==> src/rtl/mxu_result_drain.sv <==
// mxu_result_drain
//   Result drain stage behind the temporal MXU.
//
//   On each rising edge of mat_valid, the full DIM x DIM result matrix is
//   copied into a local snapshot buffer. The MXU output is then free to be
//   overwritten while the snapshot streams out on a valid/ready port, one
//   element per handshake. Each element is tagged with its row, its column
//   and a last flag.
//
//   A capture that arrives while a snapshot is still draining is dropped,
//   and it sets the sticky overflow flag. One exception: a capture in the
//   same cycle as the final handshake is accepted back-to-back, so m_valid
//   stays high.
//
//   Build option: define MXU_DRAIN_COL_MAJOR_EN to stream in column-major
//   order. The row index advances first. Without the macro the order is
//   row-major, and the column index advances first.
module mxu_result_drain #(
  parameter int DIM           = 4,
  parameter int BIT_WIDTH     = 4,
  parameter int OUT_BIT_WIDTH = 2 * BIT_WIDTH,
  parameter int DIM_BITS      = $clog2(DIM)
) (
  input  logic                                        clk,
  input  logic                                        reset_n,
  input  logic [DIM-1:0][DIM-1:0][OUT_BIT_WIDTH-1:0]  mat_in,
  input  logic                                        mat_valid,
  output logic [OUT_BIT_WIDTH-1:0]                    m_data,
  output logic [DIM_BITS-1:0]                         m_row,
  output logic [DIM_BITS-1:0]                         m_col,
  output logic                                        m_valid,
  input  logic                                        m_ready,
  output logic                                        m_last,
  output logic                                        busy,
  output logic                                        overflow
);

  localparam logic [DIM_BITS-1:0] IDX_MAX  = DIM_BITS'(DIM - 1);
  localparam logic [DIM_BITS-1:0] IDX_ZERO = {DIM_BITS{1'b0}};
  localparam logic [DIM_BITS-1:0] IDX_ONE  = DIM_BITS'(1);

  typedef enum logic [0:0] {
    ST_IDLE   = 1'b0,
    ST_STREAM = 1'b1
  } state_t;

  state_t                                      state_r;
  state_t                                      state_nxt_s;
  logic [DIM-1:0][DIM-1:0][OUT_BIT_WIDTH-1:0]  buf_r;
  logic [DIM_BITS-1:0]                         row_r;
  logic [DIM_BITS-1:0]                         col_r;
  logic [DIM_BITS-1:0]                         row_nxt_s;
  logic [DIM_BITS-1:0]                         col_nxt_s;
  logic [DIM_BITS-1:0]                         row_adv_s;
  logic [DIM_BITS-1:0]                         col_adv_s;
  logic                                        mat_valid_q_r;
  logic                                        capture_s;
  logic                                        hs_s;
  logic                                        last_idx_s;
  logic                                        load_s;
  logic                                        ovf_nxt_s;

  // Only a 0->1 transition of mat_valid counts as a new result.
  assign capture_s  = mat_valid & ~mat_valid_q_r;
  assign hs_s       = m_valid & m_ready;
  assign last_idx_s = (row_r == IDX_MAX) && (col_r == IDX_MAX);

  // Output data is a plain read of the snapshot at the current index registers.
  assign m_data = buf_r[row_r][col_r];
  assign m_row  = row_r;
  assign m_col  = col_r;

  // Index that follows the current one in streaming order (never used on the final element).
  always_comb begin
    row_adv_s = row_r;
    col_adv_s = col_r;
`ifdef MXU_DRAIN_COL_MAJOR_EN
    if (row_r == IDX_MAX) begin
      row_adv_s = IDX_ZERO;
      col_adv_s = col_r + IDX_ONE;
    end else begin
      row_adv_s = row_r + IDX_ONE;
    end
`else
    if (col_r == IDX_MAX) begin
      col_adv_s = IDX_ZERO;
      row_adv_s = row_r + IDX_ONE;
    end else begin
      col_adv_s = col_r + IDX_ONE;
    end
`endif
  end

  // Next-state, index, snapshot-load and overflow decisions.
  always_comb begin
    state_nxt_s = state_r;
    row_nxt_s   = row_r;
    col_nxt_s   = col_r;
    load_s      = 1'b0;
    ovf_nxt_s   = overflow;
    case (state_r)
      ST_IDLE: begin
        if (capture_s) begin
          load_s      = 1'b1;
          row_nxt_s   = IDX_ZERO;
          col_nxt_s   = IDX_ZERO;
          state_nxt_s = ST_STREAM;
        end else begin
          state_nxt_s = ST_IDLE;
        end
      end
      ST_STREAM: begin
        if (hs_s && last_idx_s) begin
          row_nxt_s = IDX_ZERO;
          col_nxt_s = IDX_ZERO;
          if (capture_s) begin
            // A capture on the final handshake is accepted: reload and keep streaming.
            load_s      = 1'b1;
            state_nxt_s = ST_STREAM;
          end else begin
            state_nxt_s = ST_IDLE;
          end
        end else if (hs_s) begin
          row_nxt_s = row_adv_s;
          col_nxt_s = col_adv_s;
        end else begin
          state_nxt_s = ST_STREAM;
        end
        // Any other capture while streaming is dropped and remembered.
        if (capture_s && !(hs_s && last_idx_s)) begin
          ovf_nxt_s = 1'b1;
        end else begin
          ovf_nxt_s = overflow;
        end
      end
      default: begin
        state_nxt_s = ST_IDLE;
        row_nxt_s   = IDX_ZERO;
        col_nxt_s   = IDX_ZERO;
      end
    endcase
  end

  // Control registers; port flags are registered from the next-state decision.
  always_ff @(posedge clk or negedge reset_n) begin
    if (!reset_n) begin
      state_r       <= ST_IDLE;
      row_r         <= IDX_ZERO;
      col_r         <= IDX_ZERO;
      mat_valid_q_r <= 1'b0;
      m_valid       <= 1'b0;
      busy          <= 1'b0;
      m_last        <= 1'b0;
      overflow      <= 1'b0;
    end else begin
      state_r       <= state_nxt_s;
      row_r         <= row_nxt_s;
      col_r         <= col_nxt_s;
      mat_valid_q_r <= mat_valid;
      m_valid       <= (state_nxt_s == ST_STREAM);
      busy          <= (state_nxt_s == ST_STREAM);
      m_last        <= (state_nxt_s == ST_STREAM) &&
                       (row_nxt_s == IDX_MAX) && (col_nxt_s == IDX_MAX);
      overflow      <= ovf_nxt_s;
    end
  end

  // Snapshot buffer: loaded only on an accepted capture.
  always_ff @(posedge clk or negedge reset_n) begin
    if (!reset_n) begin
      buf_r <= '0;
    end else if (load_s) begin
      buf_r <= mat_in;
    end else begin
      buf_r <= buf_r;
    end
  end

endmodule

==> config.mk <==
export PLATFORM = sky130hd
export DESIGN_NAME = mxu_result_drain
export DESIGN_NICKNAME = d
export VERILOG_FILES = /design/src/rtl/mxu_result_drain.sv
export SDC_FILE = /design/constraint.sdc
export NUM_CORES = 1
export LEC_CHECK = 0
export CAP_MARGIN = 20
export CORE_MARGIN = 3
export CORE_UTILIZATION = 50
export DETAILED_ROUTE_END_ITERATION = 10
export PLACE_DENSITY_LB_ADDON = 0.1
export SYNTH_ARGS = -nofsm -noshare
export SYNTH_HDL_FRONTEND = slang
export SYNTH_SLANG_ARGS = --single-unit
==> constraint.sdc <==
create_clock -name clk -period 2.55 [get_ports clk]
set_input_delay 0.51 -clock clk [delete_from_list [all_inputs] [get_ports clk]]
set_output_delay 0.51 -clock clk [all_outputs]
set_load 0.1 [all_outputs]
-- Word-level counts from Yosys, hierarchy flattened
Index checks and enable logic that the tools add are counted.
- flip-flop bits (word level): 136
- bits of input ports: 132
- output and inout bits: 16
- word-level logic and storage cells: 60
- add/subtract/negate cells: 2
- magnitude comparators: 2
- equality and inequality tests: 4
- multiplexer cells: 19
- bitwise operators: 4
- reductions and logical operators: 7
- operator list (kind ; count):
    binary-select mux 32 bit (select 2 bit) ; 1
    2-to-1 mux 32 bit ; 1
    binary-select mux 8 bit (select 2 bit) ; 1
    2-to-1 mux 2 bit ; 8
    == test 2 bit, second input constant ; 4
    2-to-1 mux 8 bit ; 1
    one-hot mux 2 bit (2 select lines) ; 2
    < comparator 2 x 3 -> 1 bit, second input constant ; 2
    logical AND 1 bit ; 5
    adder 2 x 1 -> 2 bit, second input constant ; 2
    one-hot mux 1 bit (2 select lines) ; 2
    2-to-1 mux 1 bit ; 3
    bitwise AND 1 bit ; 2
    inverter 1 bit ; 2
    AND reduction 2 bit ; 1
    logical NOT 1 bit ; 1

-- Longest topological paths before layout
Gate-level depths: netlist (run 1).
- word-level depth: 8
- gate-level depth with buffers: 7
- gate-level depth less buffers: 5

-- Least setup slack after synthesis (run 1)
Ideal clock, no wire load.
- path kind: register to output
- from: register row_r[1] (netlist: m_row[1])
- to: output port m_data[2]
- arrival: 2.642 ns
- data required time: 2.040 ns
- setup slack: -0.602 ns
- cell stages (with the launch flop): 6
- buffers on the path: 2
- cells stage by stage: dfrtp_1 -> buf_2 -> clkbuf_1 -> mux4_2 -> a22oi_1 -> nand2_1
- longest elaborated chain between the ends: 4
- ends and longest elaborated chain (element ; line ; text):
    from (decl) ; 50 ; logic [DIM_BITS-1:0] row_r;
    from (signal assigned) ; 157 ; row_r <= row_nxt_s;
    binary-select mux 32 bit (select 2 bit) ; 69 ; assign m_data = buf_r[row_r][col_r];
    2-to-1 mux 32 bit (not written as such) ; 69 ;
    binary-select mux 8 bit (select 2 bit) ; 69 ;
    2-to-1 mux 8 bit (not written as such) ; 69 ;
    to (decl) ; 28 ; output logic [OUT_BIT_WIDTH-1:0] m_data,
Every way passes these cells. The select of a mux whose other input is x is not followed.

-- Final worst setup path (run 1)
- from: register row_r[0] (netlist: m_row[0])
- to: output port m_data[3]
Same word-level chain as after synthesis.

==> results_dict.tcl, run 1 <==
set metrics [dict create \
    violations_in_the_final_reports "negative setup slack" \
    r2r_start "m_row[0]" \
    ctsHoldBuffers 0 \
    biggest_cell_delay_along_the_critical_path_ns 0.54 \
    synth_seq_cells 136 \
    register_area_share_after_synthesis_pct 54.17 \
    cts_buffer_depth 2 \
    detailroute.wirelength.met3_um 822 \
    grt_max_degree 60 \
    antenna_found_initial 0 \
    start_util_pct 51.66 \
    grt_pass1_vias 4322 \
    dp.cells 685 \
    antenna-diode-count 0 \
    cts.clk_slew.worst_paths_ns 0.06 \
    cp_top_family "multiplexers" \
    layout.cells.most_common_list "dfrtp_1 (134), clkdlybuf4s50_1 (130), mux2_1 (128), mux4_2 (31), clkbuf_16 (18)" \
    layout-drive-gt1-share_pct 24.10 \
    detailed_place_hpwl_um 10770 \
    setup_viol 8 \
    cap_viol_max_count 0 \
    cp_common_cell "buf_12" \
    worstSkewPairLatency_ns 0.41 \
    ios 148 \
    clock_tree.root_cell "clkbuf_16" \
    floorplan.die.width_um 118.1 \
    cts_tree "done" \
    numClockSinks 136 \
    final_antenna_net_count 0 \
    fin_crit_ns 2.665 \
    mappedNetlistArea_um2 6282 \
    gr-usage-all-layers_pct 23.16 \
    timing.critical_path.from_type "flip-flop" \
    layout_commonest_cell "dfrtp_1" \
    criticalPathCategory "flip-flop to output pin" \
    relSlewSlack_pct 53.74 \
    worst_ep_arrival_time_ns 2.16 \
    grt-ovfl-total 0 \
    cp_max_fo 7 \
    worst_setup_path_end_kind "output pin" \
    dr_wl_met2_um 7752 \
    area_growth_from_synthesis_to_layout_pct 40.09 \
    power.combinational.fraction_pct 46.9 \
    layoutNonFillerInstCount 724 \
    report.final.hold_viol_count 0 \
    synthCells 380 \
    layout_setup_ws_ns -0.1151 \
    vdd_ir_drop_max_v 0.0005855 \
    die_height_um 118.1 \
    num-fill-cells 829 \
    synth.distinct_cells 34 \
    drt-met1-wl_um 6863 \
    die_area_um2 13950 \
    reg_to_reg_slack_setup_ns 0.19 \
    routed_wl_um 15570 \
    required_ns 2.04 \
    critical_path.reg2reg.endpoint "buf_r[91]" \
    clock_tree.htree_level_count 4 \
    first_pass_iters 5 \
    unrepaired_setup_endpoints_after_global_routing "true" \
    routed-via-count 3997 \
    slew_limit_fails 0 \
    drcViolationCount 0 \
    sequentialPowerShare_pct 31.5 \
    intPower_w 0.007508 \
    achievable-frequency_ghz 0.3752 \
    fin_nets 678 \
    crit_chain "buf_6 > buf_12 > mux4_2 > a22oi_2 > nand2_4 > buf_12" \
    core.rowCount 40 \
    avgRoutedWirePerCell_um 21.51 \
    buffer_ports.inserted 147 \
    p_per_area_nw_per_um2 1383 \
    cp_num_buf_inv 3 \
    net-switching-power_w 0.004664 \
    drtIter0Drc 278 \
    rr_worst_depth 10 \
    synthesis.yosys.warnings 0 \
    worst-slew-pin-transition_ns 0.6932 \
    vias_per_inst 5.521 \
    gp_congestion 0.7804 \
    routed.top_layer "met4" \
    syn_area_per_cell_um2 16.53 \
    clock_share_of_power_pct 21.6 \
    final.setup_skew_ns 0.006785 \
    cellLeakagePower_nw 3.725 \
    cts_buf_count 17 \
    first_pass_grt_wire_length_um 24580 \
    final_min_period_over_clock_period_pct 104.5 \
    hold_path_class "primary input to async pin" \
    setup_total_negative_slack_ns -0.7574 \
    run_status "finished with violations" \
    syn_nets 515 \
    core_region_area_um2 12160 \
    swShare_pct 38.32 \
    cpMaxStageDelayCell "mux4_2" \
]
==> Yosys cell counts <==
cell type | n | share of area [%]
nand2_2 | 1 | 0.10
buf_1 | 1 | 0.060
mux4_2 | 22 | 7.9
buf_4 | 1 | 0.12
buf_12 | 1 | 0.32
ha_1 | 3 | 0.60
clkbuf_1 | 4 | 0.24
mux4_1 | 10 | 4.2
inv_1 | 2 | 0.12
nor2b_1 | 3 | 0.30
nor3_1 | 1 | 0.080
a22o_1 | 2 | 0.28
buf_8 | 13 | 3.1
and2_4 | 1 | 0.14
mux2_2 | 1 | 0.18
dfrtp_1 | 136 | 54
o21ai_1 | 2 | 0.16
and4b_1 | 1 | 0.16
a21boi_1 | 1 | 0.12
a21oi_2 | 1 | 0.14
and2_1 | 1 | 0.10
a21oi_1 | 1 | 0.080
nor4bb_1 | 1 | 0.16
o22ai_1 | 1 | 0.10
nor2_1 | 2 | 0.12
nand3b_1 | 1 | 0.12
a21boi_0 | 1 | 0.12
nand2b_1 | 2 | 0.20
o21bai_1 | 1 | 0.12
buf_6 | 4 | 0.72
buf_2 | 1 | 0.080
nand2_1 | 13 | 0.78
a22oi_1 | 16 | 1.9
mux2_1 | 128 | 23
==> state kept, by name, indices dropped and copies added (netlist names) <==
name	flops
mat_valid_q_r	1
m_last	1
buf_r	128
overflow	1
state_r	1
m_col	2
m_row	2
==> worst max-delay path by stage <==
stage	slack (ns)	startpoint	to	cells past startpoint
after floorplan	0.01	m_row[1]	m_data[6]	5
after global placement	0.09	m_row[0]	m_data[1]	5
after detailed placement	0.07	m_row[0]	m_data[1]	5
after CTS	-0.14	m_row[0]	m_data[3]	6
after global routing	-0.18	m_row[0]	m_data[1]	5
final	-0.12	m_row[0]	m_data[3]	6
==> layer usage <==
metal  up-vias  GRT usage [%]
li1       1748              -
met1      2112          31.45
met2       126          37.44
met3        11          6.439
met4         0          5.348
met5         -              0
==> through the flow <==
step                      cell area [um2]  hold slack, ns  util [%]  setup slack, ns  power (W)
final                                8801         0.04940     72.37          -0.1151    0.01217
after global routing                 8801          0.1032     72.37          -0.1795    0.01270
after CTS                            8751         0.08592     71.95          -0.1374    0.01215
after detailed placement             8004          0.4686     65.81          0.06795   0.009186
after global placement               8004          0.4601     65.81          0.09166   0.009048
after floorplan                      6345          0.2144         -          0.01485   0.007333
==> power groups by stage <==
stage | Sequential [W] | Combinational, W | Clock (W)
final | 0.00384 | 0.00571 | 0.00262
after global routing | 0.00395 | 0.00599 | 0.00276
after CTS | 0.00383 | 0.00567 | 0.00265
after floorplan | 0.00379 | 0.00354 | 0
after detailed placement | 0.00387 | 0.00531 | 0
after global placement | 0.00384 | 0.00521 | 0
==> logic make-up (layout without fill, tap and decap cells) <==
family                   after synthesis  count (layout)  share of synthesized area (%)
AO/OA/AOI/OAI                         26              26                          3.028
adder cells (fa/ha/maj)                3               3                         0.5976
buffers and inverters                 27             203                          4.760
flip-flops                           136             136                          54.17
multiplexers                         161             161                          35.19
AND/OR/NAND/NOR                       27              27                          2.251
==> timing repair <==
item | CTS | global route
gates resized for setup | 26 | 5
pin swaps | 5 | 4
setup buffers | 4 | 2
cloned | 0 | 1
endpoints found under the setup margin | 8 | 38
==> area by class of cell <==
cell class / instances / area, um2 / share of cell area (%)
repair buffers: 169 / 1843 / 20.94
multi-input cells: 217 / 2691 / 30.58
flip-flops and latches: 136 / 3411 / 38.75
inverters: 2 / 7.507 / 0.08530
clock inverters: 14 / 198.9 / 2.260
clock buffers: 18 / 439.2 / 4.990
well taps: 168 / 210.2 / 2.388
(Power assumes the default switching activity.)
==> run 2, diff against run 1 <==
--- a/config.mk
+++ b/config.mk
@@ -5,7 +5,7 @@
 export SDC_FILE = /design/constraint.sdc
 export NUM_CORES = 1
 export LEC_CHECK = 0
-export CAP_MARGIN = 20
+export CAP_MARGIN = 5
 export CORE_MARGIN = 3
 export CORE_UTILIZATION = 50
 export DETAILED_ROUTE_END_ITERATION = 10
==> results of run 2 <==
The final DEF is identical to that of run 1; final timing and power are the same.
